### src/rtl/prog_run_ctrl.sv
// Run controller that gates the PC count enable. It handles launch, halt, stall, cycle counting and an optional watchdog.
// The optional single-step gating is enabled by defining PROG_RUN_STEP_EN.
module prog_run_ctrl #(
  parameter int CYCLE_W    = 16,
  parameter int MAX_CYCLES = 0
) (
  input  logic               Clk,
  input  logic               Reset,
  input  logic               Start,
  input  logic               Halt,
  input  logic               Stall,
`ifdef PROG_RUN_STEP_EN
  input  logic               StepMode,
  input  logic               Step,
`endif
  output logic               CountEn,
  output logic               Busy,
  output logic               Done,
  output logic               TimedOut,
  output logic [CYCLE_W-1:0] CycleCnt,
  output logic [2:0]         State
);

  typedef enum logic [2:0] {
    IDLE    = 3'd0,
    ARMED   = 3'd1,
    RUN     = 3'd2,
    DONE    = 3'd3,
    TIMEOUT = 3'd4
  } state_t;

  localparam bit               WD_EN   = (MAX_CYCLES != 0);
  localparam logic [CYCLE_W-1:0] WD_LAST = CYCLE_W'(MAX_CYCLES - 1);
  localparam logic [CYCLE_W-1:0] CNT_SAT = '1;

  state_t             state, state_nxt;
  logic [CYCLE_W-1:0] cnt, cnt_nxt;
  logic               step_ok;

`ifdef PROG_RUN_STEP_EN
  logic step_q;

  always_ff @(posedge Clk or posedge Reset) begin
    if (Reset) step_q <= 1'b0;
    else       step_q <= Step;
  end

  // A pulse lost to a stall is not retried: step_q has already advanced.
  assign step_ok = ~StepMode | (Step & ~step_q);
`else
  assign step_ok = 1'b1;
`endif

  always_ff @(posedge Clk or posedge Reset) begin
    if (Reset) begin
      state <= IDLE;
      cnt   <= '0;
    end else begin
      state <= state_nxt;
      cnt   <= cnt_nxt;
    end
  end

  always_comb begin
    state_nxt = state;
    cnt_nxt   = cnt;
    CountEn   = (state == RUN) & ~Stall & ~Halt & ~Start & step_ok;
    case (state)
      IDLE:  if (Start) state_nxt = ARMED;
      ARMED: begin
        if (!Start) begin
          state_nxt = RUN;
          cnt_nxt   = '0;
        end
      end
      RUN: begin
        if (CountEn && cnt != CNT_SAT) cnt_nxt = cnt + CYCLE_W'(1);
        if (Start)                                     state_nxt = ARMED;
        else if (Halt)                                 state_nxt = DONE;
        else if (WD_EN && CountEn && cnt == WD_LAST)   state_nxt = TIMEOUT;
      end
      DONE, TIMEOUT: if (Start) state_nxt = ARMED;
      default: state_nxt = IDLE;
    endcase
  end

  assign Busy     = (state == ARMED) | (state == RUN);
  assign Done     = (state == DONE) | (state == TIMEOUT);
  assign TimedOut = (state == TIMEOUT);
  assign CycleCnt = cnt;
  assign State    = state;

endmodule

### config.mk
export PLATFORM = sky130hd
export DESIGN_NAME = prog_run_ctrl
export DESIGN_NICKNAME = d
export VERILOG_FILES = /design/src/rtl/prog_run_ctrl.sv
export SDC_FILE = /design/constraint.sdc
export NUM_CORES = 1
export LEC_CHECK = 0
export ABC_CLOCK_PERIOD_IN_PS = 2350
export CAP_MARGIN = 20
export CORE_MARGIN = 1.5
export CORE_UTILIZATION = 49
export DETAILED_ROUTE_END_ITERATION = 8
export PLACE_DENSITY_LB_ADDON = 0.12
export SYNTH_ARGS = -nofsm -noshare
export SYNTH_HDL_FRONTEND = slang
export SYNTH_SLANG_ARGS = --single-unit
### constraint.sdc
create_clock -name Clk -period 2.35 [get_ports Clk]
set_input_delay 0.235 -clock Clk [delete_from_list [all_inputs] [get_ports Clk]]
set_output_delay 0.235 -clock Clk [all_outputs]
set_load 0.01 [all_outputs]
==> impl_metrics.prom, run 1 <==
# TYPE chip_impl_metric gauge
chip_impl_info{name="run_status",value="finished, final reports clean"} 1
chip_impl_metric{name="yosys_register_bits",unit=""} 18
chip_impl_metric{name="htreeDepth",unit=""} 1
chip_impl_metric{name="initial_antenna_violation_count",unit=""} 0
chip_impl_metric{name="nets",unit=""} 178
chip_impl_metric{name="p_leak",unit="uW"} 0.000724
chip_impl_metric{name="synth_compound_gate_area_share",unit=""} 0.222
chip_impl_metric{name="fin_skew",unit="ps"} 3.48
chip_impl_metric{name="clk_transition_reported_paths",unit="ps"} 100
chip_impl_metric{name="tightestPinTransition",unit="ps"} 702
chip_impl_info{name="cts_tree",value="built"} 1
chip_impl_metric{name="start_util",unit=""} 0.537
chip_impl_info{name="grt_setup_unrepaired",value="no"} 1
chip_impl_info{name="crit_reg_reg_endpoint",value="CycleCnt[5]"} 1
chip_impl_metric{name="synthesis.instances",unit=""} 134
chip_impl_metric{name="minimum_clock_period_after_layout",unit="ps"} 2160
chip_impl_metric{name="synth_seq_area_share",unit=""} 0.369
chip_impl_metric{name="drt_wl_total",unit="microns"} 2970
chip_impl_info{name="path_type_of_the_worst_min_delay_path",value="input port to async pin"} 1
chip_impl_metric{name="route.detailed.wl_per_inst",unit="microns"} 15.2
chip_impl_metric{name="globalRouteMet2Util",unit=""} 0.413
chip_impl_metric{name="total_grt_overflow",unit=""} 0
chip_impl_metric{name="worstSkewPairLatency",unit="ps"} 300
chip_impl_metric{name="grt.total_usage",unit=""} 0.246
chip_impl_metric{name="slew_headroom",unit=""} 0.531
chip_impl_metric{name="power-per-cell-area",unit="nW/um^2"} 712
chip_impl_metric{name="final_layout_size_suffix_gt1_frac",unit=""} 0.168
chip_impl_metric{name="route.vias.total",unit=""} 1162
chip_impl_metric{name="floorplan.die.height",unit="microns"} 52.9
chip_impl_metric{name="setup_violations",unit=""} 0
chip_impl_metric{name="avgViaCountPerCell",unit=""} 5.96
chip_impl_info{name="startpoint_type",value="register"} 1
chip_impl_metric{name="mappedNetlistArea",unit="sq um"} 1220
chip_impl_metric{name="netSwitchingFraction",unit=""} 0.372
chip_impl_metric{name="yosysWarningCount",unit=""} 0
chip_impl_metric{name="reg2reg_slack",unit="ps"} 190
chip_impl_metric{name="cts_buffers",unit=""} 3
chip_impl_info{name="combinational_family_with_the_most_area_after_synthesis",value="simple AND/OR/NAND/NOR gates"} 1
chip_impl_metric{name="postLayoutCoreUtil",unit=""} 0.698
chip_impl_metric{name="fin_hold_ws",unit="ps"} 341
chip_impl_metric{name="finalHoldViolCount",unit=""} 0
chip_impl_metric{name="area.growth.synth_to_final",unit="%"} 30.1
chip_impl_metric{name="post_place_worst_slack",unit="ps"} 176
chip_impl_metric{name="grtUsageMet3",unit=""} 0.0367
chip_impl_metric{name="routabilityCongestion",unit=""} 0.823
chip_impl_metric{name="cts_max_path_buffers",unit=""} 2
chip_impl_metric{name="numPlacedInstances",unit=""} 190
chip_impl_metric{name="drv_cap",unit=""} 0
chip_impl_metric{name="drt.antenna.violating_nets",unit=""} 0
chip_impl_metric{name="ctsHoldBuffers",unit=""} 0
chip_impl_metric{name="pin_count_of_the_biggest_net_entering_global_routing",unit=""} 19
chip_impl_metric{name="portBuffers",unit=""} 25
chip_impl_metric{name="worst_vdd_drop",unit="mV"} 0.564
chip_impl_metric{name="timing.critical_path.fanout_max",unit=""} 8
chip_impl_metric{name="timing.final.ws_setup",unit="ps"} 187
chip_impl_metric{name="arrival",unit="ps"} 2360
chip_impl_info{name="grt-busiest-layer",value="met2"} 1
chip_impl_metric{name="synth_edf_count",unit=""} 0
chip_impl_metric{name="synth_simple_gate_area_frac",unit=""} 0.224
chip_impl_info{name="r2r-start",value="CycleCnt[0]"} 1
chip_impl_metric{name="yosysUniqueCellTypes",unit=""} 41
chip_impl_metric{name="worstRegToRegCells",unit=""} 6
chip_impl_metric{name="critical_path_required",unit="ps"} 2540
chip_impl_metric{name="die-area",unit="sq um"} 2800
chip_impl_metric{name="antenna_cells_inserted",unit=""} 0
chip_impl_metric{name="post_synth_fa_ha_maj_area_fraction",unit=""} 0.0410
chip_impl_metric{name="asyncSetResetFlopFracSynth",unit=""} 1.00
chip_impl_info{name="timing.setup.critical_path_class",value="register to register"} 1
chip_impl_metric{name="global_route_met1_usage",unit=""} 0.309
chip_impl_metric{name="slew_violations",unit=""} 0
chip_impl_metric{name="timing.setup.tns",unit="ps"} 0
chip_impl_metric{name="seq_pwr_share",unit=""} 0.362
chip_impl_metric{name="finalNonFillerCells",unit=""} 195
chip_impl_metric{name="synthMuxAreaShare",unit=""} 0.0574
chip_impl_metric{name="fmaxAchievable",unit="GHz"} 0.462
chip_impl_metric{name="core.rowCount",unit=""} 17
chip_impl_metric{name="power.internal",unit="uW"} 710
chip_impl_info{name="root_buffer",value="sky130_fd_sc_hd__clkbuf_4"} 1
chip_impl_info{name="synth_ff_type",value="sky130_fd_sc_hd__dfrtp_1"} 1
chip_impl_metric{name="cts.sink_count",unit=""} 18
chip_impl_metric{name="detailedRoute.firstIterationViolations",unit=""} 31
chip_impl_metric{name="timing.final.crit_share",unit=""} 0.920
chip_impl_metric{name="dieWidth",unit="microns"} 52.9
chip_impl_metric{name="nFillCells",unit=""} 189
chip_impl_metric{name="logic_gate_share_of_total_power",unit=""} 0.500
chip_impl_metric{name="dp_hpwl",unit="microns"} 2190
chip_impl_metric{name="via_count_of_the_first_global_routing_pass",unit=""} 1090
chip_impl_metric{name="switching_power",unit="uW"} 421
chip_impl_metric{name="io-pin-count",unit=""} 28
chip_impl_metric{name="syn_avg_cell_area",unit="sq um"} 9.11
chip_impl_metric{name="core",unit="sq um"} 2280
chip_impl_metric{name="first_pass_grt_wire_length",unit="microns"} 4930
chip_impl_info{name="crit_start",value="CycleCnt[0]"} 1
chip_impl_metric{name="proportion_of_power_drawn_by_the_clock_network",unit=""} 0.138
chip_impl_info{name="critical_path.endpoint_type",value="register"} 1
chip_impl_metric{name="synth_xor_area_frac",unit=""} 0
chip_impl_metric{name="detailedRoute.firstPassIterationCount",unit=""} 4
chip_impl_metric{name="post-route-drc-count",unit=""} 0
cell usage after synthesis, drive strengths merged (3+ instances only):
cell type	number	area, sq um
o211ai	6	45.0
buf	4	37.5
nand4	6	37.5
nor4	3	18.8
o21ai	7	35.0
nand3	3	20.0
a2bb2oi	3	45.0
mux2i	7	70.1
nor2	9	33.8
dfrtp	18	450
ha	4	50.1
clkbuf	4	15.0
nand2	14	52.6
inv	13	48.8
nand2b	3	18.8
o22a	3	26.3
registers in the layout, indices dropped and copies added, names as in the netlist:
signal    cells
CycleCnt     16
State         2
cell usage in the layout (no fill, tap or decap), types with 2 or more instances in the layout:
cell type / instances
sky130_fd_sc_hd__a211o_1: 2
sky130_fd_sc_hd__a21o_1: 2
sky130_fd_sc_hd__a21oi_1: 2
sky130_fd_sc_hd__a2bb2oi_2: 3
sky130_fd_sc_hd__and3_1: 2
sky130_fd_sc_hd__buf_4: 12
sky130_fd_sc_hd__clkbuf_4: 3
sky130_fd_sc_hd__clkdlybuf4s50_1: 24
sky130_fd_sc_hd__conb_1: 2
sky130_fd_sc_hd__dfrtp_1: 18
sky130_fd_sc_hd__ha_1: 3
sky130_fd_sc_hd__inv_1: 12
sky130_fd_sc_hd__mux2i_1: 7
sky130_fd_sc_hd__nand2_1: 14
sky130_fd_sc_hd__nand2b_1: 3
sky130_fd_sc_hd__nand3_1: 2
sky130_fd_sc_hd__nand4_1: 6
sky130_fd_sc_hd__nor2_1: 9
sky130_fd_sc_hd__nor3_1: 2
sky130_fd_sc_hd__nor4_1: 3
sky130_fd_sc_hd__o211ai_1: 6
sky130_fd_sc_hd__o21ai_0: 7
sky130_fd_sc_hd__o22a_1: 3
per-layer routing:
metal | vias up | routed length [microns]
li1 | 549 | -
met1 | 560 | 1270
met2 | 46 | 1460
met3 | 7 | 171
met4 | 0 | 66
met5 | - | 0
power groups by stage:
stage / clock, uW / sequential (uW) / combinational, uW
floorplan: 0 / 427 / 288
global placement: 0 / 417 / 507
detailed placement: 0 / 419 / 520
CTS: 160 / 407 / 540
global route: 171 / 418 / 616
finish: 156 / 410 / 566
kinds of logic (layout without fill, tap and decap cells):
family	after synthesis	after routing
AO/OA/AOI/OAI	32	32
adder cells (fa/ha/maj)	4	4
buffers and inverters	21	53
flip-flops	18	18
multiplexers	7	7
other	1	2
AND/OR/NAND/NOR	51	51
repair_timing:
action / in CTS / in global routing
setup endpoints to repair: 1 / 1
buffers inserted: 1 / 1
pin swaps: 0 / 0
resized for setup: 1 / 3
layout make-up:
| cell class | instances | area [sq um] | share of cell area |
|---|---|---|---|
| tap | 28 | 35.0 | 0.0220 |
| inverter | 13 | 48.8 | 0.0307 |
| sequential | 18 | 450 | 0.283 |
| clock buffer | 3 | 22.5 | 0.0142 |
| timing repair buffer | 37 | 343 | 0.216 |
| multi-input combinational | 96 | 689 | 0.434 |
stage by stage:
step | total power, uW | instance area (sq um)
floorplan | 715 | 1220
global placement | 924 | 1530
detailed placement | 939 | 1530
CTS | 1110 | 1570
global route | 1210 | 1590
finish | 1130 | 1590
worst max-delay path, cell delays in order, from the launching register on:
cell	delay [ps]
sky130_fd_sc_hd__dfrtp_1	450
sky130_fd_sc_hd__ha_1	250
sky130_fd_sc_hd__nand2_1	140
sky130_fd_sc_hd__or4_1	590
sky130_fd_sc_hd__buf_4	200
sky130_fd_sc_hd__o2111a_1	230
sky130_fd_sc_hd__o22a_1	190
worst max path at each step:
stage	depth (start not counted)	endpoint
4_1_cts	4	CountEn
5_1_grt	6	CycleCnt[4]
2_1_floorplan	9	CycleCnt[11]
3_5_place_dp	6	CycleCnt[15]
6_report	6	CycleCnt[5]
3_3_place_gp	6	CycleCnt[15]
No activity file was read; power rests on OpenSTA's default activity.
==> inputs of run 2 (changes only) <==
--- a/config.mk
+++ b/config.mk
@@ -12,3 +12,5 @@
 export DETAILED_ROUTE_END_ITERATION = 8
+export MAX_ROUTING_LAYER = met4
 export PLACE_DENSITY_LB_ADDON = 0.12
+export SKIP_CTS_REPAIR_TIMING = 1
 export SYNTH_ARGS = -nofsm -noshare
--- a/constraint.sdc
+++ b/constraint.sdc
@@ -3,2 +3,2 @@
 set_output_delay 0.235 -clock Clk [all_outputs]
-set_load 0.01 [all_outputs]
+set_load 0.005 [all_outputs]
==> run 2 against run 1 <==
  * Cell count is the same
  * Sequential power about the same
  * Register-to-register slack about the same
  * Sequential share of layout area grew 0.16 points
  * Clock skew hardly changed
  * Design area shrank 0.55%
==> impl_metrics.prom, run 2 (synthesis gave the netlist of run 1 again) <==
# TYPE chip_impl_metric gauge
chip_impl_info{name="crit_reg_reg_endpoint",value="CycleCnt[5]"} 1
chip_impl_metric{name="p_leak",unit="uW"} 0.000709
chip_impl_info{name="timing.critical_path.cells",value="inv_1 -> ha_1 -> or4b_4 -> inv_2 -> clkdlybuf4s50_1"} 1
chip_impl_metric{name="cts_buffers",unit=""} 3
chip_impl_info{name="r2r-start",value="CycleCnt[0]"} 1
chip_impl_metric{name="core",unit="sq um"} 2280
chip_impl_metric{name="first_pass_grt_wire_length",unit="microns"} 5080
chip_impl_metric{name="antenna_cells_inserted",unit=""} 0
chip_impl_metric{name="worstSkewPairLatency",unit="ps"} 300
chip_impl_metric{name="dp_hpwl",unit="microns"} 2110
chip_impl_metric{name="floorplan.die.height",unit="microns"} 52.9
chip_impl_metric{name="largest_reg_flops",unit=""} 16
chip_impl_metric{name="tightestPinTransition",unit="ps"} 675
chip_impl_metric{name="final-seq-area",unit="sq um"} 450
chip_impl_metric{name="die-area",unit="sq um"} 2800
chip_impl_info{name="path_type_of_the_worst_min_delay_path",value="input port to async pin"} 1
chip_impl_metric{name="cts.sink_count",unit=""} 18
chip_impl_metric{name="arrival",unit="ps"} 2020
chip_impl_metric{name="drv_cap",unit=""} 0
chip_impl_metric{name="area.growth.synth_to_final",unit="%"} 29.4
chip_impl_info{name="grt_setup_unrepaired",value="no"} 1
chip_impl_metric{name="via_count_of_the_first_global_routing_pass",unit=""} 1128
chip_impl_metric{name="drt.antenna.violating_nets",unit=""} 0
chip_impl_metric{name="final_layout_size_suffix_gt1_frac",unit=""} 0.162
chip_impl_metric{name="drt_wl_total",unit="microns"} 2820
chip_impl_metric{name="timing.final.crit_share",unit=""} 0.961
chip_impl_metric{name="timing.setup.tns",unit="ps"} 0
chip_impl_info{name="timing.setup.critical_path_class",value="register to primary output"} 1
chip_impl_metric{name="total_grt_overflow",unit=""} 0
chip_impl_metric{name="core.rowCount",unit=""} 17
chip_impl_metric{name="fin_skew",unit="ps"} 3.30
chip_impl_metric{name="slew_violations",unit=""} 0
chip_impl_metric{name="minimum_clock_period_after_layout",unit="ps"} 2260
chip_impl_metric{name="fmaxAchievable",unit="GHz"} 0.443
chip_impl_metric{name="worstRegToRegCells",unit=""} 6
chip_impl_metric{name="routabilityCongestion",unit=""} 0.814
chip_impl_metric{name="io-pin-count",unit=""} 28
chip_impl_metric{name="setup_violations",unit=""} 0
chip_impl_info{name="critical_path.endpoint_type",value="primary output"} 1
chip_impl_metric{name="route.detailed.wl_per_inst",unit="microns"} 14.5
chip_impl_metric{name="dieWidth",unit="microns"} 52.9
chip_impl_metric{name="postLayoutCoreUtil",unit=""} 0.694
chip_impl_info{name="startpoint_type",value="register"} 1
chip_impl_metric{name="finalHoldViolCount",unit=""} 0
chip_impl_metric{name="power-per-cell-area",unit="nW/um^2"} 700
chip_impl_metric{name="post-route-drc-count",unit=""} 0
chip_impl_info{name="final_cell_mix",value="sky130_fd_sc_hd__clkdlybuf4s50_1 (25), sky130_fd_sc_hd__dfrtp_1 (18), sky130_fd_sc_hd__nand2_1 (14), sky130_fd_sc_hd__inv_1 (12), sky130_fd_sc_hd__buf_4 (11)"} 1
chip_impl_metric{name="detailedRoute.firstPassIterationCount",unit=""} 4
chip_impl_metric{name="fin_hold_ws",unit="ps"} 324
chip_impl_info{name="root_buffer",value="sky130_fd_sc_hd__clkbuf_4"} 1
chip_impl_metric{name="max_stage_delay",unit="ps"} 510
chip_impl_metric{name="globalRouteMet2Util",unit=""} 0.410
chip_impl_metric{name="cts_max_path_buffers",unit=""} 2
chip_impl_metric{name="htreeDepth",unit=""} 1
chip_impl_info{name="crit_path_top_delay_cell",value="sky130_fd_sc_hd__or4b_4"} 1
chip_impl_metric{name="nFillCells",unit=""} 180
chip_impl_info{name="run_status",value="finished, final reports clean"} 1
chip_impl_info{name="timing.critical_path.max_delay_family",value="buffers and inverters"} 1
chip_impl_metric{name="nets",unit=""} 177
chip_impl_metric{name="worst_vdd_drop",unit="mV"} 0.532
chip_impl_metric{name="grt.total_usage",unit=""} 0.249
chip_impl_metric{name="start_util",unit=""} 0.537
chip_impl_metric{name="timing.critical_path.fanout_max",unit=""} 5
chip_impl_metric{name="worstPathBufferInverterCount",unit=""} 3
chip_impl_metric{name="portBuffers",unit=""} 25
chip_impl_metric{name="timing.final.ws_setup",unit="ps"} 92.1
chip_impl_metric{name="clk_transition_reported_paths",unit="ps"} 100
chip_impl_metric{name="multi_input_comb_area",unit="sq um"} 677
chip_impl_metric{name="initial_antenna_violation_count",unit=""} 0
chip_impl_metric{name="global_route_met1_usage",unit=""} 0.313
chip_impl_info{name="final_common_cell",value="sky130_fd_sc_hd__clkdlybuf4s50_1"} 1
chip_impl_info{name="cts_tree",value="built"} 1
chip_impl_info{name="grt-busiest-layer",value="met2"} 1
chip_impl_metric{name="reg2reg_slack",unit="ps"} 200
chip_impl_metric{name="slew_headroom",unit=""} 0.549
chip_impl_metric{name="avgViaCountPerCell",unit=""} 5.87
chip_impl_metric{name="critical_path_required",unit="ps"} 2120
chip_impl_metric{name="grtUsageMet3",unit=""} 0.0424
chip_impl_metric{name="route.vias.total",unit=""} 1145
chip_impl_metric{name="pin_count_of_the_biggest_net_entering_global_routing",unit=""} 19
chip_impl_metric{name="detailedRoute.firstIterationViolations",unit=""} 37
chip_impl_metric{name="post_place_worst_slack",unit="ps"} 122
run 2: changes by cell type in the layout (fill, tap and decap cells not counted), sizes merged:
| cell | delta |
|---|---|
| dlymetal6s2s | -1 |
| clkbuf | +1 |
| clkdlybuf4s50 | +1 |
| buf | -1 |
run 2: how the worst max path moves through the flow:
stage,depth (start not counted),to,startpoint,slack (ps)
final,5,CountEn,State[0],90
after global routing,5,CountEn,State[0],20
after CTS,5,CountEn,State[0],-40
after detailed placement,6,CycleCnt[15],Start,120
after global placement,6,CycleCnt[15],Start,180
after floorplan,9,CycleCnt[11],State[0],200
run 2: power breakdown:
| group | total (uW) | internal (uW) | switching [uW] |
|---|---|---|---|
| Sequential | 410 | 353 | 56.6 |
| Clock | 192 | 94.5 | 97.3 |
| Combinational | 505 | 276 | 229 |
| Total | 1110 | 723 | 383 |
run 2: area by class of cell:
cell class / count / share of cell area
Multi-Input combinational cell: 96 / 0.428
Sequential cell: 18 / 0.285
Timing Repair Buffer: 36 / 0.211
Inverter: 13 / 0.0309
Clock buffer: 4 / 0.0230
Tap cell: 28 / 0.0222
run 2: layer usage:
layer  share of wire  up-vias  routed length, microns
met5               0        -                       0
met4           0.014        0                      39
met3           0.067        6                     190
met2            0.48       50                    1350
met1            0.44      536                    1240
li1                -      553                       -
run 2: through the flow:
stage	power (uW)	std cells	area, sq um
final	1110	195	1580
after global routing	1180	195	1580
after CTS	1100	194	1570
after detailed placement	910	190	1530
after global placement	896	190	1530
after floorplan	687	135	1220
